## config.mk

```make
export PLATFORM = sky130hd
export DESIGN_NAME = frame_mem_writer
export DESIGN_NICKNAME = d
export VERILOG_FILES = /design/src/rtl/frame_mem_writer.sv
export SDC_FILE = /design/constraint.sdc
export NUM_CORES = 1
export LEC_CHECK = 0
export CAP_MARGIN = 20
export CORE_UTILIZATION = 50
export DETAILED_ROUTE_END_ITERATION = 8
export PLACE_DENSITY = 0.76
export SKIP_CTS_REPAIR_TIMING = 1
export SLEW_MARGIN = 10
export SYNTH_ARGS = -nofsm -noshare
export SYNTH_HDL_FRONTEND = slang
export SYNTH_SLANG_ARGS = --single-unit
```

## constraint.sdc

```tcl
create_clock -name i_clk -period 2.6 [get_ports i_clk]
set_clock_uncertainty 0.15 [all_clocks]
set_input_delay 0.52 -clock i_clk [delete_from_list [all_inputs] [get_ports i_clk]]
set_output_delay 0.52 -clock i_clk [all_outputs]
set_load 0.02 [all_outputs]
```

## src/rtl/frame_mem_writer.sv

```systemverilog
// Packs four consecutive active pixels into one memory word and writes each frame
// to addresses 0..ADDR_DEPTH-1. It also flags line-length and frame-overflow errors.
module frame_mem_writer #(
   parameter int HRES       = 320,
   parameter int VRES       = 240,
   parameter int DATA_WIDTH = 24,
   parameter int MEM_WIDTH  = DATA_WIDTH * 4,
   parameter int ADDR_DEPTH = HRES * VRES / 4,
   parameter int ADDR_WIDTH = $clog2(ADDR_DEPTH)
) (
   input  logic                  i_clk,
   input  logic                  rst,
   input  logic                  i_vsync,
   input  logic                  i_hsync,
   input  logic                  i_de,
   input  logic [DATA_WIDTH-1:0] i_data,
   output logic                  o_fmem_csn,
   output logic                  o_fmem_wen,
   output logic [ADDR_WIDTH-1:0] o_fmem_addr,
   output logic [MEM_WIDTH-1:0]  o_fmem_din,
   output logic                  o_frame_done,
   output logic                  o_line_err,
   output logic                  o_ovf_err
);

   localparam int RUN_WIDTH  = $clog2(HRES + 1) + 1;
   localparam int PACK_WIDTH = MEM_WIDTH - DATA_WIDTH;

   typedef enum logic [1:0] {S_IDLE, S_ACTIVE, S_DONE} state_t;

   state_t                r_state;
   logic                  r_vsync_d;
   logic                  r_hsync_d;
   logic                  r_de_d;
   logic [1:0]            r_lane;
   logic [PACK_WIDTH-1:0] r_pack;
   logic [ADDR_WIDTH-1:0] r_addr;
   logic [RUN_WIDTH-1:0]  r_run;
   logic                  r_done_pend;

   logic w_vs_rise;
   logic w_hs_rise;
   logic w_de_fall;

   assign w_vs_rise = i_vsync & ~r_vsync_d;
   assign w_hs_rise = i_hsync & ~r_hsync_d;
   assign w_de_fall = r_de_d & ~i_de;

   always_ff @(posedge i_clk) begin
      if (rst) begin
         r_state      <= S_IDLE;
         r_vsync_d    <= 1'b0;
         r_hsync_d    <= 1'b0;
         r_de_d       <= 1'b0;
         r_lane       <= 2'd0;
         r_pack       <= '0;
         r_addr       <= '0;
         r_run        <= '0;
         r_done_pend  <= 1'b0;
         o_fmem_csn   <= 1'b1;
         o_fmem_wen   <= 1'b1;
         o_fmem_addr  <= '0;
         o_fmem_din   <= '0;
         o_frame_done <= 1'b0;
         o_line_err   <= 1'b0;
         o_ovf_err    <= 1'b0;
      end else begin
         r_vsync_d    <= i_vsync;
         r_hsync_d    <= i_hsync;
         r_de_d       <= i_de;
         o_fmem_csn   <= 1'b1;
         o_fmem_wen   <= 1'b1;
         r_done_pend  <= 1'b0;
         o_frame_done <= r_done_pend;

         // Run length saturates so an over-long line still reads as wrong.
         if (i_de && (r_run != {RUN_WIDTH{1'b1}}))
            r_run <= r_run + RUN_WIDTH'(1);
         if (w_de_fall) begin
            r_run <= '0;
            if (r_run != RUN_WIDTH'(HRES))
               o_line_err <= 1'b1;
         end
         if (w_hs_rise && i_de)
            o_line_err <= 1'b1;

         if (w_vs_rise) begin
            // A new frame wins over any pixel or error arriving in the same cycle.
            r_state    <= S_ACTIVE;
            r_addr     <= '0;
            r_lane     <= 2'd0;
            o_line_err <= 1'b0;
            o_ovf_err  <= 1'b0;
         end else begin
            case (r_state)
               S_ACTIVE: begin
                  if (i_de) begin
                     if (r_lane == 2'd3) begin
                        o_fmem_csn  <= 1'b0;
                        o_fmem_wen  <= 1'b0;
                        o_fmem_addr <= r_addr;
                        o_fmem_din  <= {i_data, r_pack};
                        r_lane      <= 2'd0;
                        if (r_addr == ADDR_WIDTH'(ADDR_DEPTH - 1)) begin
                           r_state     <= S_DONE;
                           r_done_pend <= 1'b1;
                        end else begin
                           r_addr <= r_addr + ADDR_WIDTH'(1);
                        end
                     end else begin
                        for (int k = 0; k < 3; k++) begin
                           if (r_lane == 2'(k))
                              r_pack[k*DATA_WIDTH +: DATA_WIDTH] <= i_data;
                        end
                        r_lane <= r_lane + 2'd1;
                     end
                  end
               end
               S_DONE: begin
                  if (i_de)
                     o_ovf_err <= 1'b1;
               end
               default: begin
                  r_state <= S_IDLE;
               end
            endcase
         end
      end
   end

endmodule

```

== Word level (Yosys, flattened, before mapping) ==
Index checks and enable logic that the tools add are counted.

* Flip-flop bits (word level): 220
* Bits of input ports: 29
* Output and inout bits: 116

* $add $sub $neg: 3
* Equal/unequal tests: 15
* Multiplexer cells: 11
* Bitwise gates (word level): 11
* Reductions and logical operators: 19

{| class="wikitable"
|+ Operators with widths
! kind !! number
|-
| $reduce_and 4->1 || 4
|-
| $add 15x1->15 const B || 1
|-
| $eq 15x15->1 const B || 1
|-
| $reduce_and 5->1 || 3
|-
| $add 10x1->10 const B || 1
|-
| $ne 10x10->1 const B || 1
|-
| $ne 10x9->1 const B || 1
|-
| $ne 3x3->1 const B || 3
|-
| $mux 2 || 4
|-
| $ne 2x2->1 const B || 4
|-
| $not 1->1 || 8
|-
| $eq 2x2->1 const B || 3
|-
| $mux 1 || 6
|-
| $reduce_and 2->1 || 3
|-
| $reduce_or 5->1 || 1
|-
| $eq 2x1->1 const B || 2
|-
| $pmux 2 s2 || 1
|-
| $reduce_bool 2->1 || 2
|-
| $reduce_or 2->1 || 2
|-
| $reduce_or 4->1 || 1
|-
| $and 1x1->1 || 3
|-
| $add 2x1->2 const B || 1
|-
| $logic_and 1x1->1 || 2
|-
| $logic_not 2->1 || 1
|}

== Logic depth before layout (Yosys ltp) ==
* Depth in word-level cells: 6
* Depth in mapped cells: 8
* Gate-level depth less buffers: 5

== Worst setup path after synthesis ==
OpenSTA, ideal clock, no wires.

* Path kind: in2reg
* Start point: input port i_de
* End point: register r_addr[14]
* Library setup time: 0.070 ns
* Arrival: 1.791 ns
* Data required time: 2.380 ns
* Setup slack: 0.589 ns
* Stages on the path: 5
* Buffers on the path: 1
* Path through: buf_4 -> nand4b_4 -> or4_4 -> or3_1 -> a21oi_1

* Word-level cells in the longest chain between the ends: 1

{| class="wikitable"
|+ RTL lines
! item !! line !! source
|-
| start, declared || 15 || <nowiki>input logic i_de,</nowiki>
|-
| $reduce_and 4->1 (no source line) || - ||
|-
| end signal, assigned || 108 || <nowiki>r_addr <= r_addr + ADDR_WIDTH'(1);</nowiki>
|-
| end, declared || 37 || <nowiki>logic [ADDR_WIDTH-1:0] r_addr;</nowiki>
|}

No other way between the ends.
A chain may end at the register's enable or synchronous reset.

== Worst setup path after layout ==
* Start point: register r_addr[10]
* End point: register r_state[0]

* Word-level cells in the longest chain between the ends: 3

{| class="wikitable"
|+ RTL lines
! item !! line !! source
|-
| $eq 15x15->1 || 104 || <nowiki>if (r_addr == ADDR_WIDTH'(ADDR_DEPTH - 1)) begin</nowiki>
|-
| $ne 3x3->1 (no source line) || - ||
|-
| $reduce_and 4->1 (no source line) || - ||
|-
| end signal, assigned || 89 || <nowiki>r_state <= S_ACTIVE;</nowiki>
|-
| end signal, assigned || 105 || <nowiki>r_state <= S_DONE;</nowiki>
|-
| end signal, assigned || 124 || <nowiki>r_state <= S_IDLE;</nowiki>
|-
| end, declared || 31 || <nowiki>state_t r_state;</nowiki>
|}

No other way between the ends.

==> flow_metrics.py <==
metrics = {
    "global_route": {
        "track_usage_pct": 24.14,
        "grt_pass1_wl_um": 32440,
        "grt_pass1_vias": 6457,
        "grt.overflow.total": 0,
        "antenna_found_initial": 0,
        "grt_max_degree": 92,
    },
    "yosys": {
        "synth_top_area_share_pct": 54.36,
        "ys_async_sr_fraction_pct": 0,
        "muxShareOfSynthArea_pct": 0.1236,
        "ys_types": 47,
        "synth_nets": 1049,
        "synth.most_common_cell": "nand2_1",
        "synth-edff-count": 0,
        "synth_top_family_by_area": "simple AND/OR/NAND/NOR gates",
        "synthAdderAreaFrac_pct": 1.081,
        "synth-seq-cells": 220,
        "synth_top_area_cell": "dfxtp_1",
        "yosys.area_share.simple_pct": 25.03,
        "synth_compound_area_share_pct": 14.93,
        "yosysWarnings": 0,
        "syn_inst": 1013,
        "post_synth_xor_area_fraction_pct": 0.2162,
        "synth_ff_type": "dfxtp_1",
        "ys_seq_area_share_pct": 54.36,
        "syn-mean-instance-area_um2": 7.998,
        "synthTopCellsByCount": "378 x nand2_1, 220 x dfxtp_1, 206 x a21oi_1, 48 x clkbuf_1",
        "yosys-top-cells-area": "dfxtp_1 54%, nand2_1 18%, a21oi_1 13%",
        "syn-cell-area_mm2": 0.008102,
    },
    "setup_path": {
        "endpoint_kind": "flip-flop",
        "cp_max_fo": 12,
        "critPathArrivalTime_ns": 2.41,
        "setup.worst_path.class": "flip-flop to flip-flop",
        "cp-start-kind": "flip-flop",
        "cp.required_ns": 2.82,
    },
    "hold_path": {
        "hp-class": "input pin to flip-flop",
    },
    "timing": {
        "setup-violations-final": 0,
        "fin_crit_sh_pct": 84.16,
        "setup_slack_ns": 0.4118,
        "hold_violations": 0,
        "max-slew-margin-rel_pct": 56.22,
        "layout_min_cycle_time_ns": 2.188,
        "rsz0062_at_grt": "no",
        "fin_tns_setup_ns": 0,
        "drv_slew": 0,
        "tightest_slew_ns": 0.6567,
        "fmax_mhz": 457.0,
    },
    "pwr": {
        "ir_worst_vdd_uv": 531.7,
        "powerDensity_mw_per_mm2": 633.0,
        "total_leakage_power_nw": 3.481,
    },
    "detailed_routing": {
        "ant_nets": 0,
        "wl_per_cell_um": 14.95,
        "drt_wl_total_um": 20430,
        "route.detailed.drc": 0,
        "drtIter0Drc": 479,
        "first_pass_iters": 5,
        "vias": 7298,
        "via_per_inst": 5.343,
    },
    "place": {
        "postPlaceCellArea_mm2": 0.009836,
        "gp_congestion": 0.8511,
        "dp_slack_ns": 0.1201,
        "io_buffers": 144,
        "hpwl_um": 13210,
    },
    "die": {
        "core-area_mm2": 0.01583,
        "ios": 145,
        "die-area_mm2": 0.01672,
        "die_x_um": 129.3,
        "start_util_pct": 51.19,
        "num_rows": 46,
        "die_y_um": 129.3,
    },
    "finish": {
        "syn2layout_area_growth_pct": 30.15,
        "multi_input_area_mm2": 0.003368,
        "antenna_cells": 0,
        "drive_gt1_share_pct": 6.000,
        "nets": 1172,
        "stdcell_area_mm2": 0.01054,
        "fillCellCount": 1351,
        "seqCellArea_mm2": 0.004404,
    },
    "cts": {
        "cts-root-buf": "clkbuf_16",
        "cts.path.max_buffers": 3,
        "cts_sinks": 220,
        "cts_tree": "yes",
        "htree_levels": 1,
        "cts_buffers": 23,
        "clk_latency_ns": 0.50,
        "clk_pin_slew_ns": 0.06,
    },
    "job": {
        "drv_cap": 0,
    },
    "outcome": {
        "outcome": "finished, final reports clean",
    },
}
==> layer usage <==
layer / routed length (µm) / track usage (%)
met3: 1166 / 4.046
met4: 455 / 7.682
met1: 8876 / 31.53
met2: 9926 / 40.73
met5: 0 / 0
==> cell families after synthesis <==
kind of cell               count (synthesis)
and+or+nand+nor                          468
AOI/OAI and AO/OA                        234
DFF                                      220
buffers and inverters                     81
adders and majority gates                  7
xor gates and xnor gates                   2
muxes                                      1
==> through the flow <==
stage / util, % / power, mW / hold slack, ns / std cells
2_1_floorplan: - / 3.579 / 0.2638 / 1013
3_3_place_gp: 62.14 / 3.687 / 0.2727 / 1327
3_5_place_dp: 62.14 / 3.688 / 0.2867 / 1327
4_1_cts: 66.62 / 6.728 / 0.2154 / 1366
5_1_grt: 66.62 / 6.894 / 0.2366 / 1366
6_report: 66.62 / 6.674 / 0.2238 / 1366
==> cell type report <==
cell class / count / area share [%]
clock buffers: 34 / 6.420
clock inverters: 5 / 0.2967
inverters: 10 / 0.3560
multi-input cells: 712 / 31.94
flip-flops and latches: 220 / 41.77
well taps: 216 / 2.563
repair buffers: 169 / 16.65
==> state kept, by name, summed over array words and instances, names as in the netlist <==
name	flops
o_fmem_addr	15
o_fmem_din	96
o_fmem_wen	1
o_frame_done	1
o_line_err	1
o_ovf_err	1
r_addr	15
r_de_d	1
r_done_pend	1
r_hsync_d	1
r_lane	2
r_pack	72
r_run	10
r_state	2
r_vsync_d	1
==> worst max-delay path, stage by stage (launching register included) <==
cell     delay (ns)
dfxtp_1        0.40
or4b_4         0.61
nor4_4         0.59
and4_1         0.27
nor3_1         0.04
==> cells in the final DEF (no fill, tap or decap), types with 2 or more instances in the layout <==
cell and n:
nand2_1 377, dfxtp_1 220, a21oi_1 206, clkdlybuf4s50_1 143
clkbuf_16 23, nor2_1 16, buf_4 15, or3_1 13
nand4_1 11, inv_1 10, nand3_1 10, buf_12 10
o21ai_0 9, nor2b_1 7, ha_1 7, or4_1 6
o21ai_1 6, clkbuf_8 6, and4_1 5, clkbuf_1 5
o211ai_1 3, o31ai_1 3, clkinv_2 3, nand2b_1 2
and2_1 2, o41ai_1 2, nand3b_1 2, nor4b_1 2
==> report_power, final <==
| group | switching, mW | leakage (nW) | internal (mW) | total (mW) |
|---|---|---|---|---|
| Combinational | 0.135 | 1.36 | 0.0763 | 0.212 |
| Sequential | 0.0130 | 1.77 | 3.39 | 3.40 |
| Clock | 1.26 | 0.349 | 1.79 | 3.06 |
==> final timing paths <==
kind	cells after the start	slack [ns]	end	startpoint
worst max register to register	4	0.41	r_state[0]$_SDFFE_PP0P_	r_addr[10]$_SDFFE_PP0P_
worst min register to register	2	0.30	o_fmem_din[25]$_SDFFE_PP0P_	r_pack[25]$_SDFFE_PP0P_
worst min-delay path	2	0.22	o_fmem_addr[1]$_SDFFE_PP0P_	rst
worst max-delay path	4	0.41	r_state[0]$_SDFFE_PP0P_	r_addr[10]$_SDFFE_PP0P_
(Power assumes the default switching activity.)
==> RTL edit, RTL diff (config.mk and constraints unchanged) <==
Put one more register stage on the output `o_fmem_din`. The value now appears one clock later. The other outputs are not delayed to match.
--- a/src/rtl/frame_mem_writer.sv
+++ b/src/rtl/frame_mem_writer.sv
@@ -27,6 +27,8 @@
    localparam int PACK_WIDTH = MEM_WIDTH - DATA_WIDTH;
 
    typedef enum logic [1:0] {S_IDLE, S_ACTIVE, S_DONE} state_t;
+
+   logic [MEM_WIDTH-1:0] o_fmem_din_s0;
 
    state_t                r_state;
    logic                  r_vsync_d;
@@ -60,7 +62,7 @@
          o_fmem_csn   <= 1'b1;
          o_fmem_wen   <= 1'b1;
          o_fmem_addr  <= '0;
-         o_fmem_din   <= '0;
+         o_fmem_din_s0 <= '0;
          o_frame_done <= 1'b0;
          o_line_err   <= 1'b0;
          o_ovf_err    <= 1'b0;
@@ -99,7 +101,7 @@
                         o_fmem_csn  <= 1'b0;
                         o_fmem_wen  <= 1'b0;
                         o_fmem_addr <= r_addr;
-                        o_fmem_din  <= {i_data, r_pack};
+                        o_fmem_din_s0 <= {i_data, r_pack};
                         r_lane      <= 2'd0;
                         if (r_addr == ADDR_WIDTH'(ADDR_DEPTH - 1)) begin
                            r_state     <= S_DONE;
@@ -128,5 +130,9 @@
       end
    end
 
+   always_ff @(posedge i_clk) begin
+      o_fmem_din <= o_fmem_din_s0;
+   end
+
 endmodule
 
Check against the original RTL: not settled (the Yosys comparison gave no result); the edit may change what the design does.
==> RTL edit against the unedited design <==
Sequential share of layout area is 7.8 points higher. Sequential power is 43% higher. Cell area is 21% higher. Critical path type is now reg2out. Worst hold slack worse by 0.035 ns. Critical endpoint is now o_fmem_din[26]. Total power is 44% higher. Worst setup slack worse by 0.023 ns. Wire length is 5.0% higher. Synthesized area is 23% higher. Sequential cell count is 96 higher.
==> RTL edit: results (changes against the unedited design) <==
max_slew headroom 60.50% (+4.3 points); Non-clock buffers, area share 13.76% (-2.9 points); largest net degree at the start of global routing 126 (+37%); critical path arrival 1.54 ns (-0.87 ns); Post-Layout Cell Count 1514 (+11%); nets 1262 (+7.7%); register area share after synthesis 63.23% (+8.9 points); Reg-to-Reg Start r_lane[0]; Worst Path Max Fanout 1 (-11); status completed; Non-clk invs 9 (-1); Clk Latency, worst-skew pair 0.55 ns (+0.05 ns); GPL Wtd Cong 0.7778 (-8.6%); Pleak 4.418 nW (+27%); Post-Syn Nets 1133 (+8.0%); Cell variety after synth 40 (-15%); Signal buffers 169 (unchanged); commonest cells in the netlist nand2_1, dfxtp_1, a21oi_1; CTS Sinks 316 (+44%); synthesis warning total 0 (unchanged); leading registers by flop count o_fmem_din (96), o_fmem_din_s0 (96), r_pack (72); Hold Startpoint o_fmem_din_s0[70]; Root Driver clkbuf_16; Crit path max-delay family buffers and inverters; vias 7582 (+3.9%); DP Wirelength 13510 microns (+2.3%); Slowest cell on crit path clkdlybuf4s50_1; first-pass GRT wire length 33870 microns (+4.4%); Reg2Reg Setup Slack 0.64 ns (+0.23 ns); Filler cells 1595 (+18%); cells after synthesis 1097 (+8.3%); clkbuf count 41 (+21%); proportion of layout cells with a drive suffix above 1 6.245% (+0.24 points); vias in the first global route 6875 (+6.5%); multi-input gates 701 (-1.5%); global-route usage over all layers 20.51% (-3.6 points); Hold Crit Class reg2reg; Detailed Route Iter0 Violations 428 (-11%); VDD IR max 512.0 uV (-3.7%); Multi-input gate area 3269 sq um (-2.9%); Antenna diodes 0 (unchanged); asr flop ratio synth 0% (unchanged); CTS buffer count 29 (+26%); Routed WL 21440 microns (+5.0%); Critical Path Start o_fmem_din[26]; Register Area 6326 sq um (+44%); clock buffer depth 3 (unchanged); max incr delay on CP 0.63 ns (+0.02 ns); clock network area share 8.160% (+1.4 points); H-tree lvl count 1 (unchanged); synth top area cells dfxtp_1, nand2_1, a21oi_1, buf_4, clkbuf_1
==> RTL edit: per-stage QoR <==
step / total power [mW] / hold WS, ns / util, % / worst slack (ns) / cell area (sq um)
floorplan: 5.083 / 0.1806 / - / 0.7850 / 10000
global placement: 5.188 / 0.1833 / 60.00 / 0.2337 / 11720
detailed placement: 5.189 / 0.1845 / 60.00 / 0.1803 / 11720
CTS: 9.676 / 0.1851 / 65.33 / 0.3584 / 12760
global route: 9.891 / 0.2020 / 65.33 / 0.3364 / 12760
finish: 9.608 / 0.1885 / 65.33 / 0.3888 / 12760
==> RTL edit: kinds of logic after synthesis <==
kind of cell,Yosys count,synth area share (%)
and+or+nand+nor,459,19.13
DFF,316,63.23
AOI/OAI and AO/OA,225,11.62
buffers and inverters,80,4.240
xor gates and xnor gates,8,0.7004
adders and majority gates,7,0.8754
muxes,2,0.2001
==> RTL edit: path summary, 6_finish.rpt <==
check / endpoint / cells past startpoint
setup / recovery: o_fmem_din[26] / 1
hold reg to reg: o_fmem_din[70] / 0
hold / removal: o_fmem_din[70] / 0
setup reg to reg: r_addr[3] / 6
==> RTL edit: power by group <==
group	leakage [nW]	total [mW]	internal (mW)	switching (mW)
logic	1.36	0.208	0.0747	0.134
clock network	0.508	4.53	2.73	1.79
registers	2.55	4.87	4.86	0.0126
total	4.42	9.61	7.67	1.94
==> RTL edit: metal layers <==
metal,GRT usage (%),wire length (microns),vias up
li1,-,-,3852
met1,27.49,9893,3518
met2,33.90,10050,170
met3,3.232,952,42
met4,6.439,544,0
met5,0,0,-
